<file path="src/rtl/sprite_pkg.sv">
// Shared constants and texel-address helper for the sprite compositor.
package sprite_pkg;

  typedef logic [1:0] orient_t;

  localparam orient_t ORI_TRANSPOSE       = 2'd0;
  localparam orient_t ORI_TRANSPOSE_VFLIP = 2'd1;
  localparam orient_t ORI_NORMAL          = 2'd2;
  localparam orient_t ORI_HFLIP           = 2'd3;

  localparam logic [11:0] DEF_KEY_COLOR  = 12'h000;
  localparam logic [11:0] DEF_WALL_COLOR = 12'hfff;
  localparam logic [11:0] DEF_BG_COLOR   = 12'h000;

  // Sprite edges up to 2**8 are supported; callers truncate to 2*SPR_LOG bits.
  function automatic logic [15:0] spr_rom_addr(input logic [7:0] dx,
                                               input logic [7:0] dy,
                                               input orient_t    orient,
                                               input int unsigned lg);
    logic [15:0] m16;
    logic [7:0]  mask;
    logic [7:0]  hi;
    logic [7:0]  lo;
    m16  = (16'd1 << lg) - 16'd1;
    mask = m16[7:0];
    hi   = dy;
    lo   = dx;
    case (orient)
      ORI_TRANSPOSE:       begin hi = dx; lo = dy;        end
      ORI_TRANSPOSE_VFLIP: begin hi = dx; lo = mask - dy; end
      ORI_NORMAL:          begin hi = dy; lo = dx;        end
      default:             begin hi = dy; lo = mask - dx; end
    endcase
    return ({8'd0, hi} << lg) | {8'd0, lo};
  endfunction

endpackage

</file>
<file path="src/rtl/sprite_compositor_if.sv">
// Pixel stream between the timing generator/map lookup and vgac.
interface sprite_compositor_if #(
  parameter int COL_W = 10,
  parameter int ROW_W = 9,
  parameter int RGB_W = 12
);
  logic             pix_valid;
  logic             frame_start;
  logic [COL_W-1:0] col_addr;
  logic [ROW_W-1:0] row_addr;
  logic             is_wall;
  logic             pix_out_valid;
  logic [RGB_W-1:0] vga_data;

  modport master (
    output pix_valid, frame_start, col_addr, row_addr, is_wall,
    input  pix_out_valid, vga_data
  );

  modport slave (
    input  pix_valid, frame_start, col_addr, row_addr, is_wall,
    output pix_out_valid, vga_data
  );
endinterface

</file>
<file path="src/rtl/sprite_hit_unit.sv">
// One sprite: frame-latched position/orientation, hit test and registered ROM address.
module sprite_hit_unit
  import sprite_pkg::*;
#(
  parameter int SPR_LOG = 5,
  parameter int COL_W   = 10,
  parameter int ROW_W   = 9
) (
  input  logic                 clk,
  input  logic                 clrn,
  input  logic                 frame_start,
  input  logic                 pix_valid,
  input  logic [COL_W-1:0]     col,
  input  logic [ROW_W-1:0]     row,
  input  logic [COL_W-1:0]     spr_x,
  input  logic [ROW_W-1:0]     spr_y,
  input  orient_t              spr_orient,
  input  logic                 spr_en,
  output logic                 hit_p1,
  output logic [2*SPR_LOG-1:0] rom_addr
);

  localparam int SPR_SIZE = 1 << SPR_LOG;

  logic [COL_W-1:0] x_sh, x_eff;
  logic [ROW_W-1:0] y_sh, y_eff;
  orient_t          ori_sh, ori_eff;
  logic             en_sh, en_eff;
  logic [COL_W:0]   col_ext, x_lo, x_hi;
  logic [ROW_W:0]   row_ext, y_lo, y_hi;
  logic [SPR_LOG-1:0] dx, dy;
  logic             hit_c;

  // A pixel arriving with frame_start already sees the newly latched values.
  always_comb begin
    x_eff   = frame_start ? spr_x      : x_sh;
    y_eff   = frame_start ? spr_y      : y_sh;
    ori_eff = frame_start ? spr_orient : ori_sh;
    en_eff  = frame_start ? spr_en     : en_sh;
    col_ext = {1'b0, col};
    row_ext = {1'b0, row};
    x_lo    = {1'b0, x_eff};
    y_lo    = {1'b0, y_eff};
    x_hi    = x_lo + (COL_W+1)'(SPR_SIZE);
    y_hi    = y_lo + (ROW_W+1)'(SPR_SIZE);
    hit_c   = en_eff && (col_ext >= x_lo) && (col_ext < x_hi)
                     && (row_ext >= y_lo) && (row_ext < y_hi);
    dx      = SPR_LOG'(col - x_eff);
    dy      = SPR_LOG'(row - y_eff);
  end

  // Stage A boundary
  always_ff @(posedge clk or negedge clrn) begin
    if (!clrn) begin
      x_sh     <= '0;
      y_sh     <= '0;
      ori_sh   <= '0;
      en_sh    <= 1'b0;
      hit_p1   <= 1'b0;
      rom_addr <= '0;
    end else begin
      if (frame_start) begin
        x_sh   <= spr_x;
        y_sh   <= spr_y;
        ori_sh <= spr_orient;
        en_sh  <= spr_en;
      end
      hit_p1 <= pix_valid & hit_c;
      if (pix_valid)
        rom_addr <= (2*SPR_LOG)'(spr_rom_addr(8'(dx), 8'(dy), ori_eff, SPR_LOG));
    end
  end

endmodule

</file>
<file path="src/rtl/sprite_compositor.sv">
// NUM_SPR-sprite compositor over the wall map, latency 2+ROM_LAT.
// Optional per-frame collision flags when SPRITE_COLLISION_EN is defined.
module sprite_compositor
  import sprite_pkg::*;
#(
  parameter int NUM_SPR = 4,
  parameter int SPR_LOG = 5,
  parameter int COL_W   = 10,
  parameter int ROW_W   = 9,
  parameter int RGB_W   = 12,
  parameter int ROM_LAT = 1,
  parameter logic [RGB_W-1:0] KEY_COLOR  = RGB_W'(DEF_KEY_COLOR),
  parameter logic [RGB_W-1:0] WALL_COLOR = RGB_W'(DEF_WALL_COLOR),
  parameter logic [RGB_W-1:0] BG_COLOR   = RGB_W'(DEF_BG_COLOR)
) (
  input  logic                           clk,
  input  logic                           clrn,
  sprite_compositor_if.slave             pif,
  input  logic [NUM_SPR*COL_W-1:0]       spr_x,
  input  logic [NUM_SPR*ROW_W-1:0]       spr_y,
  input  logic [NUM_SPR*2-1:0]           spr_orient,
  input  logic [NUM_SPR-1:0]             spr_en,
  output logic [NUM_SPR*2*SPR_LOG-1:0]   rom_addr,
  input  logic [NUM_SPR*RGB_W-1:0]       rom_data
`ifdef SPRITE_COLLISION_EN
  ,output logic [NUM_SPR-1:0]            collide
`endif
);

  logic [NUM_SPR-1:0] hit_p1, hit_p2, opq;
  logic               vld_p1, vld_p2;
  logic               wall_p1, wall_p2;
  logic [RGB_W-1:0]   pix_nxt;

  for (genvar i = 0; i < NUM_SPR; i++) begin : g_spr
    sprite_hit_unit #(
      .SPR_LOG(SPR_LOG),
      .COL_W  (COL_W),
      .ROW_W  (ROW_W)
    ) u_hit (
      .clk        (clk),
      .clrn       (clrn),
      .frame_start(pif.frame_start),
      .pix_valid  (pif.pix_valid),
      .col        (pif.col_addr),
      .row        (pif.row_addr),
      .spr_x      (spr_x[i*COL_W +: COL_W]),
      .spr_y      (spr_y[i*ROW_W +: ROW_W]),
      .spr_orient (spr_orient[i*2 +: 2]),
      .spr_en     (spr_en[i]),
      .hit_p1     (hit_p1[i]),
      .rom_addr   (rom_addr[i*2*SPR_LOG +: 2*SPR_LOG])
    );
  end

  // Stage A boundary
  always_ff @(posedge clk or negedge clrn) begin
    if (!clrn) begin
      vld_p1  <= 1'b0;
      wall_p1 <= 1'b0;
    end else begin
      vld_p1  <= pif.pix_valid;
      wall_p1 <= pif.pix_valid & pif.is_wall;
    end
  end

  // ROM-alignment boundary: ROM_LAT register stages
  if (ROM_LAT == 0) begin : g_nodly
    assign hit_p2  = hit_p1;
    assign vld_p2  = vld_p1;
    assign wall_p2 = wall_p1;
  end else begin : g_dly
    logic [ROM_LAT-1:0][NUM_SPR-1:0] hit_sr;
    logic [ROM_LAT-1:0]              vld_sr, wall_sr;

    always_ff @(posedge clk or negedge clrn) begin
      if (!clrn) begin
        hit_sr  <= '0;
        vld_sr  <= '0;
        wall_sr <= '0;
      end else begin
        hit_sr[0]  <= hit_p1;
        vld_sr[0]  <= vld_p1;
        wall_sr[0] <= wall_p1;
        for (int k = 1; k < ROM_LAT; k++) begin
          hit_sr[k]  <= hit_sr[k-1];
          vld_sr[k]  <= vld_sr[k-1];
          wall_sr[k] <= wall_sr[k-1];
        end
      end
    end

    assign hit_p2  = hit_sr[ROM_LAT-1];
    assign vld_p2  = vld_sr[ROM_LAT-1];
    assign wall_p2 = wall_sr[ROM_LAT-1];
  end

  // Walking from the highest index down lets the lowest opaque index win.
  always_comb begin
    opq     = '0;
    pix_nxt = BG_COLOR;
    for (int i = 0; i < NUM_SPR; i++)
      opq[i] = hit_p2[i] && (rom_data[i*RGB_W +: RGB_W] != KEY_COLOR);
    for (int i = NUM_SPR-1; i >= 0; i--)
      if (opq[i]) pix_nxt = rom_data[i*RGB_W +: RGB_W];
    if (wall_p2) pix_nxt = WALL_COLOR;
    if (!vld_p2) pix_nxt = BG_COLOR;
  end

  // Stage B boundary
  always_ff @(posedge clk or negedge clrn) begin
    if (!clrn) begin
      pif.vga_data      <= '0;
      pif.pix_out_valid <= 1'b0;
    end else begin
      pif.vga_data      <= pix_nxt;
      pif.pix_out_valid <= vld_p2;
    end
  end

`ifdef SPRITE_COLLISION_EN
  logic [NUM_SPR-1:0] coll_acc, coll_cur;

  always_comb begin
    coll_cur    = '0;
    coll_cur[0] = vld_p2 & wall_p2 & opq[0];
    for (int i = 1; i < NUM_SPR; i++)
      coll_cur[i] = vld_p2 & opq[0] & opq[i];
  end

  // The pixel resolved in the frame_start cycle opens the new frame's tally.
  always_ff @(posedge clk or negedge clrn) begin
    if (!clrn) begin
      coll_acc <= '0;
      collide  <= '0;
    end else if (pif.frame_start) begin
      collide  <= coll_acc;
      coll_acc <= coll_cur;
    end else begin
      coll_acc <= coll_acc | coll_cur;
    end
  end
`endif

endmodule

</file>
<file path="src/flat_wrapper.sv">
// flat-port wrapper written by rule: the top's interface ports become plain ports
module sprite_compositor_flat import sprite_pkg::*;
#(
  parameter int NUM_SPR = 4,
  parameter int SPR_LOG = 5,
  parameter int COL_W   = 10,
  parameter int ROW_W   = 9,
  parameter int RGB_W   = 12,
  parameter int ROM_LAT = 1,
  parameter logic [RGB_W-1:0] KEY_COLOR  = RGB_W'(DEF_KEY_COLOR),
  parameter logic [RGB_W-1:0] WALL_COLOR = RGB_W'(DEF_WALL_COLOR),
  parameter logic [RGB_W-1:0] BG_COLOR   = RGB_W'(DEF_BG_COLOR)
)
  (clk, clrn, spr_x, spr_y, spr_orient, spr_en, rom_addr, rom_data, pif_pix_valid, pif_frame_start, pif_col_addr, pif_row_addr, pif_is_wall, pif_pix_out_valid, pif_vga_data);
  sprite_compositor_if #(.COL_W(COL_W), .ROW_W(ROW_W), .RGB_W(RGB_W)) pif_i ();
  input  logic clk;
  input  logic clrn;
  input  logic [NUM_SPR*COL_W-1:0] spr_x;
  input  logic [NUM_SPR*ROW_W-1:0] spr_y;
  input  logic [NUM_SPR*2-1:0] spr_orient;
  input  logic [NUM_SPR-1:0] spr_en;
  output logic [NUM_SPR*2*SPR_LOG-1:0] rom_addr;
  input  logic [NUM_SPR*RGB_W-1:0] rom_data;
  input wire logic [$bits(pif_i.pix_valid)-1:0] pif_pix_valid;
  input wire logic [$bits(pif_i.frame_start)-1:0] pif_frame_start;
  input wire logic [$bits(pif_i.col_addr)-1:0] pif_col_addr;
  input wire logic [$bits(pif_i.row_addr)-1:0] pif_row_addr;
  input wire logic [$bits(pif_i.is_wall)-1:0] pif_is_wall;
  output wire logic [$bits(pif_i.pix_out_valid)-1:0] pif_pix_out_valid;
  output wire logic [$bits(pif_i.vga_data)-1:0] pif_vga_data;
  assign pif_i.pix_valid = pif_pix_valid;
  assign pif_i.frame_start = pif_frame_start;
  assign pif_i.col_addr = pif_col_addr;
  assign pif_i.row_addr = pif_row_addr;
  assign pif_i.is_wall = pif_is_wall;
  assign pif_pix_out_valid = pif_i.pix_out_valid;
  assign pif_vga_data = pif_i.vga_data;
  sprite_compositor #(.NUM_SPR(NUM_SPR), .SPR_LOG(SPR_LOG), .COL_W(COL_W), .ROW_W(ROW_W), .RGB_W(RGB_W), .ROM_LAT(ROM_LAT), .KEY_COLOR(KEY_COLOR), .WALL_COLOR(WALL_COLOR), .BG_COLOR(BG_COLOR)) u_core (.clk(clk), .clrn(clrn), .pif(pif_i), .spr_x(spr_x), .spr_y(spr_y), .spr_orient(spr_orient), .spr_en(spr_en), .rom_addr(rom_addr), .rom_data(rom_data));
endmodule
</file>
<file path="config.mk">
export PLATFORM = sky130hd
export DESIGN_NAME = sprite_compositor_flat
export DESIGN_NICKNAME = d
export VERILOG_FILES = /design/src/rtl/sprite_pkg.sv /design/src/rtl/sprite_compositor_if.sv /design/src/rtl/sprite_hit_unit.sv /design/src/rtl/sprite_compositor.sv /design/src/flat_wrapper.sv
export SDC_FILE = /design/constraint.sdc
export NUM_CORES = 1
export LEC_CHECK = 0
export CORE_ASPECT_RATIO = 0.8
export CORE_MARGIN = 5
export CORE_UTILIZATION = 35
export DETAILED_ROUTE_END_ITERATION = 10
export MAX_ROUTING_LAYER = met4
export SYNTH_ARGS = -nofsm -noshare
export SYNTH_HDL_FRONTEND = slang
export SYNTH_SLANG_ARGS = --single-unit
</file>
<file path="constraint.sdc">
create_clock -name clk -period 2.2 [get_ports clk]
set_clock_uncertainty 0.2 [all_clocks]
set_input_delay 0.22 -clock clk [delete_from_list [all_inputs] [get_ports clk]]
set_output_delay 0.22 -clock clk [all_outputs]
set_load 0.01 [all_outputs]
</file>
== Word-level counts from Yosys, hierarchy flattened ==
Index checks and enable logic that the tools add are counted.

* Order comparisons: 16
* Add/subtract/negate cells: 24
* Bitwise gates (word level): 9
* Reduce and logical (&&, ||, !) cells: 32
* Equality and inequality tests: 8
* Muxes and demuxes: 38

{| class="wikitable"
|+ Operators with widths
! kind !! number
|-
| case mux 8 bit (3 select lines) || 4
|-
| two-way mux 12 bit || 6
|-
| nonzero test 12 bit || 4
|-
| subtractor 5 x 5 -> 6 bit (first input constant) || 8
|-
| adder 10 x 6 -> 11 bit (second input constant) || 4
|-
| < comparator 10 x 11 -> 1 bit || 4
|-
| adder 9 x 6 -> 10 bit (second input constant) || 4
|-
| >= comparator 10 bit || 4
|-
| < comparator 9 x 10 -> 1 bit || 4
|-
| two-way mux 10 bit || 4
|-
| two-way mux 5 bit || 8
|-
| bitwise OR 10 x 8 -> 10 bit || 4
|-
| subtractor 5 bit || 8
|-
| >= comparator 9 bit || 4
|-
| two-way mux 9 bit || 4
|-
| two-way mux 8 bit || 4
|-
| logical AND 1 bit || 20
|-
| equality test 2 x 1 -> 1 bit (second input constant) || 4
|-
| equality test 2 bit (second input constant) || 4
|-
| logical NOT 2 bit || 4
|-
| two-way mux 2 bit || 4
|-
| OR reduction 2 bit || 4
|-
| bitwise AND 1 bit || 5
|-
| two-way mux 1 bit || 4
|}

* Input port bits: 160
* Output and inout port bits: 53
* Word-level logic and storage cells: 158
* Bits in registers: 153

== Depth between registers and ports, before layout ==
* Word-level depth: 8
* Mapped depth: 16
* Depth with buffers taken out: 11

== Modules after synthesis ==
Synthesis repeated with hierarchy kept, for this count alone.

* Cells, all modules: 1085
* Area total of the unflattened synthesis: 10801.6 µm²

{| class="wikitable"
|+ Modules (own cells, without submodules)
! module !! times used !! sequential area each (µm²) !! area each (µm²) !! cells an instance
|-
| sprite_hit_unit at u_core.g_spr[0].u_hit ... || 2 || 825.8 || 2366.0 || 234
|-
| sprite_hit_unit at u_core.g_spr[2].u_hit || 1 || 825.8 || 2431.1 || 236
|-
| sprite_hit_unit at u_core.g_spr[3].u_hit || 1 || 825.8 || 2386.0 || 239
|-
| sprite_compositor || 1 || 525.5 || 1252.5 || 142
|}

== Worst setup path before layout ==
Ideal clock, no wire load.

* Kind: input to register
* From: in pif_frame_start
* To: reg u_core.g_spr[1].u_hit.rom_addr[4]
* Path buffers: 4
* Stages on the path: 12
* Required time: 1910 ps
* Setup time: 90 ps
* Arrival time: 2838 ps
* Path slack: -928 ps
* Path through: buf_6 -> buf_4 -> buf_2 -> buf_2 -> mux2_2 -> ha_1 -> fa_1 -> nand2b_1 -> o2bb2ai_1 -> mux2i_1 -> a2111o_1 -> o221ai_1

* Word-level cells in the longest chain between the ends: 6
* Elaborated cells on any way between the ends: 13
* Classes of those cells: add/sub (4); eq/ne (2); mux (5); bitwise (1); reduce/logical (1)

{| class="wikitable"
|+ RTL lines
! element !! RTL line !! source
|-
| start, declared || flat_wrapper.sv:25 || <nowiki>input wire logic [$bits(pif_i.frame_start)-1:0] pif_frame_start;</nowiki>
|-
| two-way mux 10 bit (*) || sprite_hit_unit.sv:36 || <nowiki>x_eff = frame_start ? spr_x : x_sh;</nowiki>
|-
| net u_core.g_spr[1].u_hit.x_eff[0] || sprite_hit_unit.sv:25 || <nowiki>logic [COL_W-1:0] x_sh, x_eff;</nowiki>
|-
| subtractor 5 bit (*) || sprite_hit_unit.sv:48 || <nowiki>dx = SPR_LOG'(col - x_eff);</nowiki>
|-
| subtractor 5 x 5 -> 6 bit || sprite_pkg.sv:32 || <nowiki>default: begin hi = dy; lo = mask - dx; end</nowiki>
|-
| case mux 8 bit (3 select lines) (*) || sprite_pkg.sv:28 || <nowiki>case (orient)</nowiki>
|-
| two-way mux 8 bit (*) || sprite_hit_unit.sv:69 || <nowiki>if (pix_valid)</nowiki>
|-
| bitwise OR 10 x 8 -> 10 bit (*) || sprite_pkg.sv:34 || <nowiki>return ({8'd0, hi} << lg) | {8'd0, lo};</nowiki>
|-
| end signal, assigned || sprite_hit_unit.sv:70 || <nowiki>rom_addr <= (2*SPR_LOG)'(spr_rom_addr(8'(dx), 8'(dy), ori_eff, SPR_LOG));</nowiki>
|-
| end, declared || sprite_hit_unit.sv:20 || <nowiki>output logic [2*SPR_LOG-1:0] rom_addr</nowiki>
|}

Mark *: on every way through the listed nets, which the timed path passes. The rest lies on a longest branch. The select of a mux whose other input is x is not followed.
A chain may end at the register's enable or synchronous reset.

== Worst setup path in the final report ==
* From: reg u_core.g_spr[0].u_hit.y_sh[5]
* To: reg u_core.g_spr[0].u_hit.hit_p1

* Word-level cells in the longest chain between the ends: 5
* Elaborated cells on any way between the ends: 7
* Classes of those cells: add/sub (1); order compare (2); mux (1); bitwise (1); reduce/logical (2)

{| class="wikitable"
|+ RTL lines
! element !! RTL line !! source
|-
| start, declared || sprite_hit_unit.sv:26 || <nowiki>logic [ROW_W-1:0] y_sh, y_eff;</nowiki>
|-
| start signal, assigned || sprite_hit_unit.sv:64 || <nowiki>y_sh <= spr_y;</nowiki>
|-
| two-way mux 9 bit (*) || -- ||
|-
| net u_core.g_spr[0].u_hit.y_eff[5] || sprite_hit_unit.sv:26 ||
|-
| adder 9 x 6 -> 10 bit / >= comparator 9 bit (equally long branches) || sprite_hit_unit.sv:45, sprite_hit_unit.sv:47 ||
|-
| < comparator 9 x 10 -> 1 bit / logical AND 1 bit (equally long branches) || sprite_hit_unit.sv:47 || <nowiki>&& (row_ext >= y_lo) && (row_ext < y_hi);</nowiki>
|-
| logical AND 1 bit (*) || sprite_hit_unit.sv:47 ||
|-
| bitwise AND 1 bit (*) || sprite_hit_unit.sv:68 || <nowiki>hit_p1 <= pix_valid & hit_c;</nowiki>
|-
| end signal, assigned || sprite_hit_unit.sv:68 ||
|-
| end, declared || sprite_hit_unit.sv:19 || <nowiki>output logic hit_p1,</nowiki>
|}

Mark *: on every way through the listed nets, which the timed path passes. The rest lies on a longest branch.

==> flow_summary.yaml <==
synthesis:
  yosysUniqueCellTypes: 73
  avgSynthCellArea_um2: 10.1
  ys_warn_count: 0
  ys_seq_elements: 153
  synth_edf_count: 0
  syn-instance-count: 1043
  synth_area_um2: 10500
  synth_ff_type: "dfrtp_1"
  synthArstFlopShare_pct: 100
  yosysSeqAreaShare_pct: 36.5
  syn_nets: 1331
global_route:
  grt_overflow: 0
  grt_use_total_pct: 22.6
  grt_pass1_vias: 10400
  antenna_found_initial: 0
  grt_pass1_wl_mm: 56.9
  grt_max_degree: 61
clock_tree:
  clock_sinks: 153
  clock_latency_ns: 0.46
  path_clk_slew_ns: 0.08
  cts-root-buf: "clkbuf_16"
  cts_htree_levels: 4
  cts_tree: "done"
  cts_inserted_buffers: 17
  clk_path_buf_depth: 2
critical_path:
  critPathArrivalTime_ns: 2.61
  critPathKind: "reg -> reg"
  cp-endpoint: "u_core.g_spr[0].u_hit.hit_p1"
  crit_path_max_fanout: 3
  r2r_start: "u_core.g_spr[0].u_hit.y_sh[5]"
  rrSetupSlack_ns: -0.27
  timing.rr.end: "u_core.g_spr[0].u_hit.hit_p1"
  worst_ep_required_time_ns: 2.34
  startpoint_type: "register"
  cp-end-kind: "register"
  reg2reg_depth: 9
  crit_start: "u_core.g_spr[0].u_hit.y_sh[5]"
sta:
  fin_ws_ns: -0.268
  layout_min_cycle_time_ns: 2.47
  tns_ns: -2.19
  tightest_slew_ns: 0.986
  slew-limit-headroom_pct: 34.0
  hold_violations: 0
  hold_slack_ns: 0.0155
  setup_viol: 21
  min_period_over_period_pct: 112
  max_freq_mhz: 405
  rsz0062_at_grt: "true"
  drv_slew: 0
job:
  drv_cap: 0
power:
  power.density_nw_per_um2: 696
  peakVddDrop_mv: 0.571
  cellLeakagePower_nw: 7.90
  power.total_w: 0.0118
drt:
  postRouteAntennaNets: 0
  wire_per_inst_um: 19.7
  drt_iter0_markers: 475
  dr.pass1.iters: 5
  drt_wl_total_mm: 37.6
  vias_per_cell: 5.15
  vias: 9830
  drcViolationCount: 0
die:
  core_region_area_um2: 29400
  dieArea_um2: 33600
  start_util_pct: 35.7
  io_pins: 213
  fp.dieH_um: 165
  die_w_um: 204
  rows: 56
place:
  dp_hpwl_mm: 29.2
  gp_congestion: 0.938
  dpl_cell_area_um2: 15200
  io_buffers: 212
  dp_cells: 1855
min_path:
  holdCritPathClass: "in -> reg"
final_layout:
  instances_no_fill: 1908
  syn2layout_area_growth_pct: 61.6
  drive_gt1_share_pct: 33.1
  nets: 1806
  final_area_um2: 17000
status:
  violations: "setup timing"
  outcome: "complete, but fails checks"
[synthesized netlist by cell type (6+ instances only)]
cell         n  area share (%)
o221ai_1    14             1.2
o21ai_1     15            0.71
fa_1         8             1.5
mux2i_1     83             7.9
o21ai_0     27             1.3
a21o_1      11            0.79
a31oi_1      6            0.36
nand3_1     14            0.67
o31ai_1      6            0.43
nand4_1      7            0.42
nand2b_1    10            0.60
mux2_2      26             2.8
and3_1      16            0.95
a21oi_1     70             3.3
nor2b_1     15            0.89
nor3_1      12            0.57
o2111ai_1   15             1.3
a22oi_1      6            0.43
ha_1       120              14
nand2_1     42             1.5
or2_2        6            0.36
clkbuf_1     9            0.32
xor2_1      15             1.3
o21a_1      12            0.86
xnor2_1     34             2.8
inv_2       12            0.43
dfrtp_1    153              36
nor2_1      64             2.3
nor4_1       6            0.36
buf_6        6            0.64
buf_2        6            0.29
inv_1      105             3.8
o211ai_1     6            0.43
[layout by cell type (no fill, tap or decap), types with 15 or more instances in the layout]
master and instances:
buf_4 248, clkdlybuf4s50_1 208, dfrtp_1 153, inv_1 104
ha_1 99, mux2i_1 70, nor2_1 57, a21oi_1 53
nand2_1 38, xnor2_1 23, o21ai_0 21, ha_4 17
clkbuf_16 17, buf_6 17, and3_1 16, o2111ai_1 15
[sequential cells by signal (all words and copies together) (netlist names), 4 cells and up]
register                     flops
u_core.g_spr.u_hit.x_sh         40
u_core.g_spr.u_hit.ori_sh        8
u_core.g_spr.u_hit.rom_addr     40
u_core.g_dly.hit_sr              4
u_core.pif.vga_data             12
u_core.g_spr.u_hit.y_sh         36
u_core.g_spr.u_hit.hit_p1        4
u_core.g_spr.u_hit.en_sh         4
[per-layer routing]
| metal | track usage, % | routed length (µm) | up-vias |
|---|---|---|---|
| met5 | - | 0 | - |
| met4 | 4.35 | 491 | 0 |
| li1 | - | - | 4714 |
| met3 | 4.08 | 2080 | 35 |
| met1 | 29.2 | 16800 | 4813 |
| met2 | 37.8 | 18300 | 268 |
[critical path, stage by stage (launching register included)]
cell	delay, ns
dfrtp_1	0.36
mux2i_1	0.17
inv_1	0.10
ha_1	0.25
xor2_1	0.18
ha_1	0.32
and4b_1	0.30
o21ai_2	0.12
a22oi_2	0.29
nor4_2	0.09
[per-stage QoR]
stage          utilization [%]  setup WS, ns
6_report                  57.7        -0.268
5_1_grt                   57.7        -0.390
4_1_cts                   55.6        -0.239
3_5_place_dp              51.6        -0.828
3_3_place_gp              51.6        -0.809
2_1_floorplan                -        -0.544
[final cells by class]
| type | count | area (µm²) |
|---|---|---|
| fillers | 2501 | 12500 |
| clock buffers | 19 | 443 |
| diodes | 1 | 2.50 |
| inverters | 118 | 443 |
| multi-input cells | 743 | 7240 |
| flip-flops and latches | 153 | 3830 |
| well taps | 377 | 472 |
| clock inverters | 12 | 199 |
| repair buffers | 485 | 4340 |
[power by group]
part	leakage (nW)	switching [W]	internal (W)
registers	1.83	0.000218	0.00321
clock network	0.313	0.00132	0.00204
logic	5.76	0.00232	0.00271
[worst min-delay path by stage]
stage,from,to,slack (ns),cells after the start
after floorplan,clrn,u_core.g_dly.hit_sr[0],-0.28,0
after global placement,clrn,u_core.pif.vga_data[1],0.06,1
after detailed placement,clrn,u_core.pif.vga_data[1],0.06,1
after CTS,pif_pix_valid,u_core.g_spr[3].u_hit.rom_addr[8],0.005,3
after global routing,pif_frame_start,u_core.g_spr[0].u_hit.x_sh[0],0.03,3
final,pif_pix_valid,u_core.g_spr[3].u_hit.rom_addr[8],0.02,3
[logic make-up after synthesis]
| family | count (synthesis) | synth area share (%) |
|---|---|---|
| AO/OA/AOI/OAI | 237 | 15.5 |
| XOR/XNOR | 49 | 4.09 |
| adder cells (fa/ha/maj) | 128 | 15.8 |
| buffers and inverters | 147 | 5.94 |
| flip-flops | 153 | 36.5 |
| multiplexers | 116 | 11.9 |
| AND/OR/NAND/NOR | 213 | 10.3 |
[timing repair]
item                                   CTS  global route
gates resized for setup                 72           102
pin swaps                               49            62
setup endpoints to repair               28            32
endpoints found under the hold margin   55             0
setup buffers                           16            14
hold buffers                             1             0
Power figures use the tool's default switching activity.
